### src/rtl/reg_exec_pkg.sv
// Shared types and default widths for the register-bank execute sequencer.
// Latency: none (declarations only).
// Backpressure: not applicable.
package reg_exec_pkg;

    localparam int DW_DEFAULT = 8;
    localparam int AW_DEFAULT = 3;

    typedef enum logic [2:0] {
        ADD = 3'd0,
        SUB = 3'd1,
        AND = 3'd2,
        OR  = 3'd3,
        XOR = 3'd4,
        MOV = 3'd5,
        LDI = 3'd6,
        CMP = 3'd7
    } op_e;

    typedef enum logic [1:0] {
        IDLE = 2'd0,
        READ = 2'd1,
        EXEC = 2'd2,
        WB   = 2'd3
    } state_e;

endpackage

### src/rtl/reg_exec_ctrl_alu_core.sv
// Combinational ALU: result, carry/borrow and zero for one latched instruction.
// Latency: zero cycles, purely combinational.
// Backpressure: none; the caller decides when to register the outputs.
module alu_core
    import reg_exec_pkg::*;
#(
    parameter int DW = DW_DEFAULT
) (
    input  op_e           op,
    input  logic [DW-1:0] a,
    input  logic [DW-1:0] b,
    input  logic [DW-1:0] imm,
    output logic [DW-1:0] result,
    output logic          carry,
    output logic          zero
);

    logic [DW:0] wide;

    // Arithmetic on DW+1 bits so the top bit is the carry (ADD) or borrow (SUB/CMP).
    always_comb begin
        wide   = '0;
        result = '0;
        carry  = 1'b0;
        case (op)
            ADD: begin
                wide   = {1'b0, a} + {1'b0, b};
                result = wide[DW-1:0];
                carry  = wide[DW];
            end
            SUB, CMP: begin
                wide   = {1'b0, a} - {1'b0, b};
                result = wide[DW-1:0];
                carry  = wide[DW];
            end
            AND:     result = a & b;
            OR:      result = a | b;
            XOR:     result = a ^ b;
            MOV:     result = a;
            LDI:     result = imm;
            default: result = '0;
        endcase
    end

    assign zero = (result == '0);

endmodule

### src/rtl/reg_exec_ctrl.sv
// Single-issue read/execute/write-back sequencer driving an 8x8 register bank.
// Latency: accept at E0, bank write at E3 (3 edges); one instruction per 4 cycles.
// Backpressure: instr_ready is high only in IDLE; held low from accept through write-back.
module reg_exec_ctrl
    import reg_exec_pkg::*;
#(
    parameter int DW = DW_DEFAULT,
    parameter int AW = AW_DEFAULT
) (
    input  logic          clk,
    input  logic          reset,
    input  logic          instr_valid,
    output logic          instr_ready,
    input  logic [2:0]    instr_op,
    input  logic [AW-1:0] instr_rd,
    input  logic [AW-1:0] instr_rs1,
    input  logic [AW-1:0] instr_rs2,
    input  logic [DW-1:0] instr_imm,
    output logic [AW-1:0] ra1,
    output logic [AW-1:0] ra2,
    input  logic [DW-1:0] rd1,
    input  logic [DW-1:0] rd2,
    output logic [AW-1:0] wa3,
    output logic [DW-1:0] wd3,
    output logic          we3,
    output logic          zero,
    output logic          carry,
    output logic          done
);

    state_e        state_q, state_d;
    op_e           op_q, op_d;
    logic [AW-1:0] rd_q, rd_d;
    logic [AW-1:0] rs1_q, rs1_d;
    logic [AW-1:0] rs2_q, rs2_d;
    logic [DW-1:0] imm_q, imm_d;
    logic [DW-1:0] op_a_q, op_a_d;
    logic [DW-1:0] op_b_q, op_b_d;
    logic [DW-1:0] result_q, result_d;
    logic          zero_q, zero_d;
    logic          carry_q, carry_d;

    logic [DW-1:0] alu_result;
    logic          alu_carry;
    logic          alu_zero;

    alu_core #(.DW(DW)) u_alu (
        .op     (op_q),
        .a      (op_a_q),
        .b      (op_b_q),
        .imm    (imm_q),
        .result (alu_result),
        .carry  (alu_carry),
        .zero   (alu_zero)
    );

    // State register and pipeline latches; synchronous active-low reset aborts any instruction.
    always_ff @(posedge clk) begin
        if (!reset) begin
            state_q  <= IDLE;
            op_q     <= ADD;
            rd_q     <= '0;
            rs1_q    <= '0;
            rs2_q    <= '0;
            imm_q    <= '0;
            op_a_q   <= '0;
            op_b_q   <= '0;
            result_q <= '0;
            zero_q   <= 1'b0;
            carry_q  <= 1'b0;
        end else begin
            state_q  <= state_d;
            op_q     <= op_d;
            rd_q     <= rd_d;
            rs1_q    <= rs1_d;
            rs2_q    <= rs2_d;
            imm_q    <= imm_d;
            op_a_q   <= op_a_d;
            op_b_q   <= op_b_d;
            result_q <= result_d;
            zero_q   <= zero_d;
            carry_q  <= carry_d;
        end
    end

    // Next state plus latch updates: fields at accept, operands in READ, result/flags in EXEC.
    always_comb begin
        state_d  = state_q;
        op_d     = op_q;
        rd_d     = rd_q;
        rs1_d    = rs1_q;
        rs2_d    = rs2_q;
        imm_d    = imm_q;
        op_a_d   = op_a_q;
        op_b_d   = op_b_q;
        result_d = result_q;
        zero_d   = zero_q;
        carry_d  = carry_q;
        case (state_q)
            IDLE: begin
                if (instr_valid) begin
                    op_d    = op_e'(instr_op);
                    rd_d    = instr_rd;
                    rs1_d   = instr_rs1;
                    rs2_d   = instr_rs2;
                    imm_d   = instr_imm;
                    state_d = READ;
                end
            end
            READ: begin
                op_a_d  = rd1;
                op_b_d  = rd2;
                state_d = EXEC;
            end
            EXEC: begin
                result_d = alu_result;
                zero_d   = alu_zero;
                carry_d  = alu_carry;
                state_d  = WB;
            end
            WB: begin
                state_d = IDLE;
            end
            default: state_d = IDLE;
        endcase
    end

    // Port muxing: bank addresses only in READ, write strobe and retire pulse only in WB.
    always_comb begin
        instr_ready = (state_q == IDLE);
        ra1         = '0;
        ra2         = '0;
        wa3         = '0;
        wd3         = '0;
        we3         = 1'b0;
        done        = 1'b0;
        case (state_q)
            READ: begin
                ra1 = rs1_q;
                ra2 = rs2_q;
            end
            WB: begin
                done = 1'b1;
                if (op_q != CMP) begin
                    we3 = 1'b1;
                    wa3 = rd_q;
                    wd3 = result_q;
                end
            end
            default: ;
        endcase
    end

    assign zero  = zero_q;
    assign carry = carry_q;

endmodule

### config.mk
export PLATFORM = sky130hd
export DESIGN_NAME = reg_exec_ctrl
export DESIGN_NICKNAME = d
export VERILOG_FILES = /design/src/rtl/reg_exec_pkg.sv /design/src/rtl/reg_exec_ctrl_alu_core.sv /design/src/rtl/reg_exec_ctrl.sv
export SDC_FILE = /design/constraint.sdc
export NUM_CORES = 1
export LEC_CHECK = 0
export ABC_CLOCK_PERIOD_IN_PS = 2820
export CAP_MARGIN = 20
export CORE_ASPECT_RATIO = 0.6
export CORE_MARGIN = 3
export CORE_UTILIZATION = 30
export CTS_BUF_LIST = sky130_fd_sc_hd__clkbuf_8
export DETAILED_ROUTE_END_ITERATION = 7
export MAX_ROUTING_LAYER = met4
export PLACE_DENSITY = 0.49
export RECOVER_POWER = 100
export SLEW_MARGIN = 10
export SYNTH_ARGS = -nofsm -noshare
export SYNTH_HDL_FRONTEND = slang
export SYNTH_SLANG_ARGS = --single-unit
### constraint.sdc
create_clock -name clk -period 2.82 [get_ports clk]
set_input_delay 0.564 -clock clk [delete_from_list [all_inputs] [get_ports clk]]
set_output_delay 0.564 -clock clk [all_outputs]
set_load 0.01 [all_outputs]
Yosys cells after proc, flatten, opt, wreduce, memory -nomap -nowiden
Index checks and enable logic that the tools add are counted.
{"block": "totals", "register_bits": 48, "in_bits": 39, "out_inout_bits": 22, "wordCells": 46}
{"block": "classes", "addsub": 2, "n_eq_ne": 12, "muxes": 13, "bitwise": 3, "reduce_logical": 5}
{"op": "$pmux W8 S7", "count": 1}
{"op": "$mux W8", "count": 2}
{"op": "$eq A3 B3 Y1 const B", "count": 4}
{"op": "$mux W3", "count": 4}
{"op": "$add A8 B8 Y9", "count": 1}
{"op": "$sub A8 B8 Y9", "count": 1}
{"op": "$and A8 B8 Y8", "count": 1}
{"op": "$logic_not A8 Y1", "count": 1}
{"op": "$or A8 B8 Y8", "count": 1}
{"op": "$pmux W2 S4", "count": 1}
{"op": "$xor A8 B8 Y8", "count": 1}
{"op": "$eq A3 B2 Y1 const B", "count": 2}
{"op": "$eq A2 B2 Y1 const B", "count": 2}
{"op": "$eq A3 B1 Y1 const B", "count": 1}
{"op": "$logic_not A3 Y1", "count": 1}
{"op": "$mux W1", "count": 3}
{"op": "$ne A3 B3 Y1 const B", "count": 1}
{"op": "$eq A2 B1 Y1 const B", "count": 1}
{"op": "$logic_not A2 Y1", "count": 1}
{"op": "$mux W2", "count": 1}
{"op": "$ne A2 B2 Y1 const B", "count": 1}
{"op": "$pmux W1 S2", "count": 1}
{"op": "$reduce_and A2 Y1", "count": 1}
{"op": "$reduce_or A2 Y1", "count": 1}

Logic depth before layout (Yosys ltp)
Gate-level depths: netlist of run 1.
{"block": "logic_depth", "depth_word": 4, "depth_mapped": 10, "depth_no_buf": 10}

By module
From an unflattened synthesis of run 1, not the netlist that was laid out.
{"block": "unflattened", "cells_unflattened": 401, "hier_area_um2": 3429.5}
{"module": "reg_exec_ctrl", "n_inst": 1, "cells_each": 208, "area_per_inst_um2": 2025.7, "seq_area_each_um2": 960.9}
{"module": "alu_core", "n_inst": 1, "cells_each": 193, "area_per_inst_um2": 1403.8, "seq_area_each_um2": 0.0}

Worst setup path after synthesis of run 1
OpenSTA, ideal clock, no wires.
{"block": "synth_path", "path_kind": "reg2reg", "startpoint": "register op_a_q[0]", "endpoint": "register zero_q (netlist: zero)", "setup_ns": 0.116, "t_arrival_ns": 2.111, "required_ns": 2.704, "setup_slack_ns": 0.593, "path_stages_with_launch": 11, "n_path_buf": 0, "period_less_slack_ns": 2.227, "path_cell_list": "dfxtp_1 > inv_1 > ha_1 > fa_1 > xnor2_1 > a222oi_1 > o22ai_2 > nand4_1 > a221oi_1 > and3_1 > a31o_1"}
{"block": "synth_via", "elab_chain_len": 3, "word_cells_on_any_way": 7, "cone_classes": "add/sub: 2; mux: 1; bitwise: 3; reduce/logical: 1"}
{"item": "start: declaration", "line": "reg_exec_ctrl.sv:37", "rtl": "logic [DW-1:0] op_a_q, op_a_d;"}
{"item": "start signal: assignment", "line": "reg_exec_ctrl.sv:78", "rtl": "op_a_q <= op_a_d;"}
{"item": "$sub A8 B8 Y9 (tied with other cells)", "line": "reg_exec_ctrl_alu_core.sv:32", "rtl": "wide = {1'b0, a} - {1'b0, b};"}
{"item": "$pmux W8 S7 *", "line": "reg_exec_ctrl_alu_core.sv:25", "rtl": "case (op)"}
{"item": "$logic_not A8 Y1 *", "line": "reg_exec_ctrl_alu_core.sv:45", "rtl": "assign zero = (result == '0);"}
{"item": "end signal: assignment", "line": "reg_exec_ctrl.sv:81", "rtl": "zero_q <= zero_d;"}
{"item": "end: declaration", "line": "reg_exec_ctrl.sv:40", "rtl": "logic zero_q, zero_d;"}
Every way passes the cells marked *; elsewhere a longest branch is shown, timed or not.
A chain may end at the register's enable or synchronous reset.

Final worst setup path of run 1
{"block": "layout_path", "startpoint": "register state_q[0]", "endpoint": "output wd3[5]"}
{"block": "layout_via", "elab_chain_len": 2}
{"item": "start: declaration", "line": "reg_exec_ctrl.sv:31", "rtl": "state_e state_q, state_d;"}
{"item": "start signal: assignment", "line": "reg_exec_ctrl.sv:72", "rtl": "state_q <= state_d;"}
{"item": "$eq A2 B2 Y1", "line": "reg_exec_ctrl.sv:137", "rtl": "case (state_q)"}
{"item": "$mux W8", "line": "reg_exec_ctrl.sv:137"}
{"item": "end: declaration", "line": "reg_exec_ctrl.sv:24", "rtl": "output logic [DW-1:0] wd3,"}
No other way between the ends.

==> results by group, run 1 <==
Synth
  • Syn nets: around 470
  • Share of the synthesized area in the top cell type: 29.8%
  • Yosys top cell by area: dfxtp_1
  • Post-Synth Adder-Cell Area: 12.5%
  • Seq/Total Area, Yosys: 29.8%
  • Xor/xnor share of the synthesized area: 1.36%
  • Mapped Avg Cell Area: about 8.1 um^2
  • Main synth FF type: dfxtp_1
  • Number of synthesized flops with an enable pin: 0
  • Async set-reset flop share out of synthesis: 0%
  • Multiplexer area fraction after synthesis: 8.58%
  • Compound-Gate Fraction of Synth Area: 20.5%
  • Top post-synthesis cells by area: dfxtp_1 30%, ha_1 11%, mux2i_1 6.8%, a21oi_1 6.1%, nand2_1 5.7%
  • Post-Synth Simple-Gate Area: 19.4%
  • Synth unique cells: 59
  • Syn Inst Count: 398
  • Synth warn: 0
  • Yosys reg bits: 48
  • Post-Syn Area: 0.00322 mm^2
  • Largest family of logic cells by synthesized area: compound AO/OA/AOI/OAI gates

Layout
  • Post-Layout Cell Count: slightly below 600
  • Nets: 523
  • Ant diodes: 0
  • Most frequent cells in the layout: 49 x nand2_1, 49 x clkdlybuf4s50_1, 48 x dfxtp_1
  • Final core utilization: around two fifths
  • Area growth syn-to-layout: 24.5%
  • Share of post-route cells with drive strength above 1: 6.40%
  • Finished Cell Area: ~0.004 mm^2

Power
  • Peak VDD IR: 0.258 mV
  • PD cells: 792 mW/mm^2
  • P_leak: 1.54 nW
  • Pwr Total: ~3.2 mW

Hold path
  • Hold Crit Depth: 2
  • Hold WC Path Type: register to register
  • WHS Endpoint: rs2_q[0]$_SDFFE_PN0P_
  • Hold_sp: rs2_q[0]$_SDFFE_PN0P_

Drt
  • Final wirelength: 9.18 mm
  • TritonRoute pass-1 iters: 4
  • Post-route ant nets: 0
  • Routed WL per cell: 15.6 um
  • Starting DRC count in detailed routing: between 100 and 150
  • DR DRC count: 0
  • Via count: between 2000 and 3000
  • Avg Vias per Cell: 4.81

Worst setup path
  • Crit path launch type: register
  • Max FO, Critical Path: 9
  • Reg2reg setup slack: 190 ps
  • Reg-to-reg startpoint: op_a_q[1]$_SDFFE_PN0N_
  • Crit Path Category: register to primary output
  • Crit path capture type: primary output
  • R2R depth: 9
  • Critical Path AT: 2080 ps
  • CP Data Required Time: 2260 ps
  • FF-to-FF End: zero$_SDFFE_PN0P_

Global route
  • First-pass GRT wire length: 14.8 mm
  • Largest net degree at the start of global routing: 32
  • Initial antenna violation count: 0
  • Vias in the first global route: 2749
  • All-Layer GR Usage: between 10% and 20%
  • Total gr overflow: 0

Placed design
  • DPL Wire Length: 7.08 mm
  • GPL Wtd Cong: 0.868
  • Placed cell count: about 580
  • DP Worst Slack: 279 ps
  • Placed Area: 0.00395 mm^2
  • # port buffers: 60

Clock network
  • Clk Latency, worst-skew pair: 310 ps
  • H-tree levels: 2
  • Clk slew on worst S/H paths: 90 ps
  • Bufs on Longest Clock Path: 2
  • Cts hold-fix bufs: 0
  • CTS tree: built
  • CTS Root Cell: clkbuf_8
  • Num CTS Buffers: 5
  • Post-CTS Repair Setup Buffers: 0
  • CTS Sinks: 48

Timing
  • Final setup violating endpoints: 0
  • Tmin final: 2640 ps
  • Fin Setup TNS: 0 ps
  • Final hold vios: 0
  • Final worst setup slack: 179 ps
  • Tightest Pin Transition: 897 ps
  • FMAX: 379 MHz
  • RSZ-0062 raised after global routing: false
  • Skew final: 9.90 ps
  • Max-slew violation count: 0
  • Final Cycle Share: 93.7%
  • Slew margin rel.: 40.2%
  • WHS: between 400 and 500 ps

Die
  • Initial Util: 31.7%
  • Chip height: 86.3 um
  • Num rows: 28
  • Core Area: between 0.01 and 0.015 mm^2
  • Io pins: 61
  • Die Width: 140 um
  • Die footprint: 0.0121 mm^2

Job
  • Max-Cap Viols: 0

Status
  • Status: finished, final reports clean
Yosys cell counts (2+ instances only):
master and count:
nand2_1 49, mux2_2 5, o31ai_1 2, and3_1 2, nor2_1 35, fa_1 2
a21oi_1 39, buf_1 2, dfxtp_1 48, o211ai_1 7, o21ai_0 12, a211oi_1 6
o22ai_1 5, o21ai_1 2, and2_1 19, nand3_1 4, buf_2 4, nand4_1 2
o21bai_1 2, buf_6 5, mux2i_1 22, a31oi_1 2, a221oi_1 3, o221ai_1 3
inv_1 27, xnor2_1 4, nor2b_1 3, ha_1 29, nand2b_1 9, clkbuf_1 13
a21oi_2 2, a21o_1 2
worst max-delay path: stages (launching register included):
cell and delay [ps]:
dfxtp_1 390, ha_1 220, inv_1 70, a31oi_2 210, buf_4 190, and2_0 150, clkdlybuf4s50_1 540
cell type report:
class / instances / area [um^2]
fill: 1046 / 6150
tap: 135 / 169
sequential: 48 / 961
clock buffer: 5 / 68.8
timing repair buffer: 74 / 694
inverter: 28 / 105
clock inverter: 2 / 12.5
multi-input combinational: 296 / 2000
worst max-delay path by stage:
stage	from	to
after global routing	state_q[0]$_SDFFE_PN0P_	wa3[0]
after global placement	op_a_q[0]$_SDFFE_PN0N_	zero$_SDFFE_PN0P_
after floorplan	op_a_q[0]$_SDFFE_PN0N_	zero$_SDFFE_PN0P_
final	state_q[0]$_SDFFE_PN0P_	wd3[5]
after detailed placement	op_a_q[0]$_SDFFE_PN0N_	zero$_SDFFE_PN0P_
after CTS	state_q[0]$_SDFFE_PN0P_	wd3[7]
registers in the layout, summed over array words and instances, names as in the netlist:
signal	count
state_q	2
result_q	8
imm_q	8
rs2_q	3
zero	1
carry	1
op_q	3
rd_q	3
op_a_q	8
op_b_q	8
rs1_q	3
power by group:
group / total [mW] / switching (mW) / internal (mW)
combinational: 1.76 / 1.02 / 0.742
sequential: 0.993 / 0.147 / 0.846
clock: 0.423 / 0.254 / 0.169
timing repair:
action,CTS,global route
endpoints found under the setup margin,0,8
resized for setup,0,1
endpoints found under the hold margin,0,0
routing by layer:
layer  GRT usage [%]  vias to the layer above  part of all wire, %
li1                -                     1476                    -
met1            24.5                     1276                   57
met4            2.99                        0                 0.49
met2            20.3                       74                   36
met3            3.75                        4                  6.9
met5               -                        -                    0
kinds of logic after synthesis:
family	Yosys count
fa+ha+maj	31
mux	27
flops	48
compound gates	102
buf+inv	54
simple gates	131
xor+xnor	5
No activity file was read; power rests on OpenSTA's default activity.
==> run 2, diff against run 1 <==
Settings changed: ABC_CLOCK_PERIOD_IN_PS 2820 to 2900, CTS_BUF_LIST sky130_fd_sc_hd__clkbuf_8 to unset, SLEW_MARGIN 10 to unset.
Clock period 2.82 ns to 2.9 ns, I/O delays scaled along.
==> run 2 against run 1 <==
  * The flow now finishes with violations (max-capacitance violations, max-slew violations)
  * Clock-buffer cell count increased by 1
  * Hold slack worse by 3.3 ps
  * Sequential cell count unchanged
  * Cell count is 0.34% lower
  * Sequential power down 2.5%
  * Design area grew 1.5%
  * Wire length up 2.1%
  * Die area unchanged
  * Register-to-register slack improved by 50 ps
==> results by group, run 2 (synthesized netlist as in run 1, its figures left out) <==
Clock network
  • H-tree levels: 2
  • CTS Sinks: 48
  • Bufs on Longest Clock Path: 2
  • CTS Root Cell: clkbuf_16
  • Post-CTS Repair Setup Buffers: 0
  • Cts hold-fix bufs: 0
  • Clk slew on worst S/H paths: 70 ps
  • Clk Latency, worst-skew pair: 300 ps
  • CTS tree: built
  • Resize count post-CTS: 0
  • Num CTS Buffers: 5

Layout
  • Ant diodes: 0
  • Area growth syn-to-layout: 26.4%
  • Nets: 520
  • Reg area: about 960 um^2
  • Share of post-route cells with drive strength above 1: 6.21%
  • Commonest non-fill, non-tap cell in the layout: nand2_1
  • Fill cell count: 1081
  • Footprint of the multi-input gates: 0.00201 mm^2
  • Most frequent cells in the layout: 49 x nand2_1, 48 x dfxtp_1, 44 x clkdlybuf4s50_1

Hold path
  • Hold WC Path Type: register to register

Drt
  • Starting DRC count in detailed routing: 166
  • Met3 WL: 658 um
  • Post-route ant nets: 0
  • Routed WL per cell: between 15 and 20 um
  • Met2 WL post-DR: 3.43 mm
  • TritonRoute pass-1 iters: 6
  • Highest routed metal layer: met4
  • Via count: 2912
  • Metal1 wirelength: slightly above 5 mm
  • Final wirelength: about 9.4 mm
  • DR DRC count: 0
  • Avg Vias per Cell: 4.97

Placed design
  • GPL Wtd Cong: about 0.88
  • DPL Wire Length: 7.04 mm
  • # port buffers: 60
  • DP Worst Slack: 285 ps

Die
  • Initial Util: 31.7%
  • Die Width: 140 um
  • Chip height: 86.3 um
  • Io pins: 61
  • Core Area: ~0.01 mm^2
  • Num rows: 28
  • Die footprint: around 0.012 mm^2

Timing
  • Max-slew violation count: 32
  • Tmin final: 2720 ps
  • Slew margin rel.: -3.04%
  • Fin Setup TNS: 0 ps
  • Final Cycle Share: between 90% and 100%
  • Final hold vios: 0
  • Skew final: slightly below 8 ps
  • Tightest Pin Transition: 1550 ps
  • RSZ-0062 raised after global routing: false
  • Final setup violating endpoints: 0
  • Final worst setup slack: 181 ps
  • FMAX: 368 MHz

Global route
  • First-pass GRT wire length: 15.4 mm
  • Initial antenna violation count: 0
  • Vias in the first global route: 2830
  • All-Layer GR Usage: 16.5%
  • Total gr overflow: 0
  • Largest net degree at the start of global routing: 32

Worst setup path
  • Crit path launch type: register
  • Delay-heaviest family, CP: buffers and inverters
  • CP peak stage delay: 610 ps
  • Buf/Inv on CP: 3
  • Crit Path Category: register to primary output
  • CP Data Required Time: 2320 ps
  • Crit-path slowest cell: dlygate4sd3_1
  • Critical Path AT: 2140 ps
  • Max FO, Critical Path: 9
  • Cells along the critical path: ha_1 > inv_1 > a31oi_2 > buf_4 > and2_1 > dlygate4sd3_1
  • Crit path capture type: primary output

Power
  • Peak VDD IR: 0.267 mV
  • PD cells: 819 mW/mm^2
  • P_leak: 1.58 nW
  • Pwr Total: 3.34 mW

Status
  • Status: complete, but fails checks
  • Failing checks: max-capacitance violations, max-slew violations

Job
  • Max-Cap Viols: 1
[run 2: cell types whose count changed in the layout (fill, tap and decap cells not counted), sizes merged]
cell and change:
dlygate4sd3 +5, clkinvlp +1, buf -3, clkinv -1, clkdlybuf4s50 -5, clkbuf +1
[run 2: final timing paths]
kind                            depth (start not counted)               startpoint                    end  slack [ps]
worst max register to register                         10   op_a_q[0]$_SDFFE_PN0N_      zero$_SDFFE_PN0P_         240
worst max-delay path                                    6  state_q[0]$_SDFFE_PN0P_                 wd3[3]         180
worst min register to register                          2    rs2_q[0]$_SDFFE_PN0P_  rs2_q[0]$_SDFFE_PN0P_         450
worst min-delay path                                    2    rs2_q[0]$_SDFFE_PN0P_  rs2_q[0]$_SDFFE_PN0P_         450
[run 2: layout make-up]
class / instances / area share, %
repair buffers: 71 / 16.5
clock buffers: 6 / 3.41
multi-input cells: 296 / 49.4
well taps: 135 / 4.14
inverters: 28 / 2.58
flip-flops and latches: 48 / 23.6
clock inverters: 2 / 0.368
[run 2: worst reg2reg max path: stages, from the launching register on]
cell      delay, ps
dfxtp_1         400
inv_1           110
ha_1            220
fa_1            410
o21bai_1        150
a21oi_1         130
xnor2_1         150
o221ai_1        420
a221oi_1        180
and3_1          210
a31o_1          210
[run 2: stage by stage]
step / hold WS [ps] / utilization [%] / std cells / cell area, um^2
final: 452 / 40.1 / 586 / 4080
after global routing: 470 / 40.1 / 586 / 4080
after CTS: 454 / 40.2 / 586 / 4080
after detailed placement: 444 / 38.7 / 578 / 3930
after global placement: 437 / 38.7 / 578 / 3930
after floorplan: 432 / - / 398 / 3220
[run 2: routing by layer]
layer	track usage, %	up-vias
li1	-	1469
met2	21.4	96
met3	3.58	10
met1	25.4	1337
met4	3.69	0
met5	-	-
[run 2: report_power, final]
| part | leakage (nW) | switching, mW | internal (mW) |
|---|---|---|---|
| clock | 0.0691 | 0.283 | 0.344 |
| sequential | 0.393 | 0.144 | 0.824 |
| combinational | 1.12 | 1.01 | 0.730 |
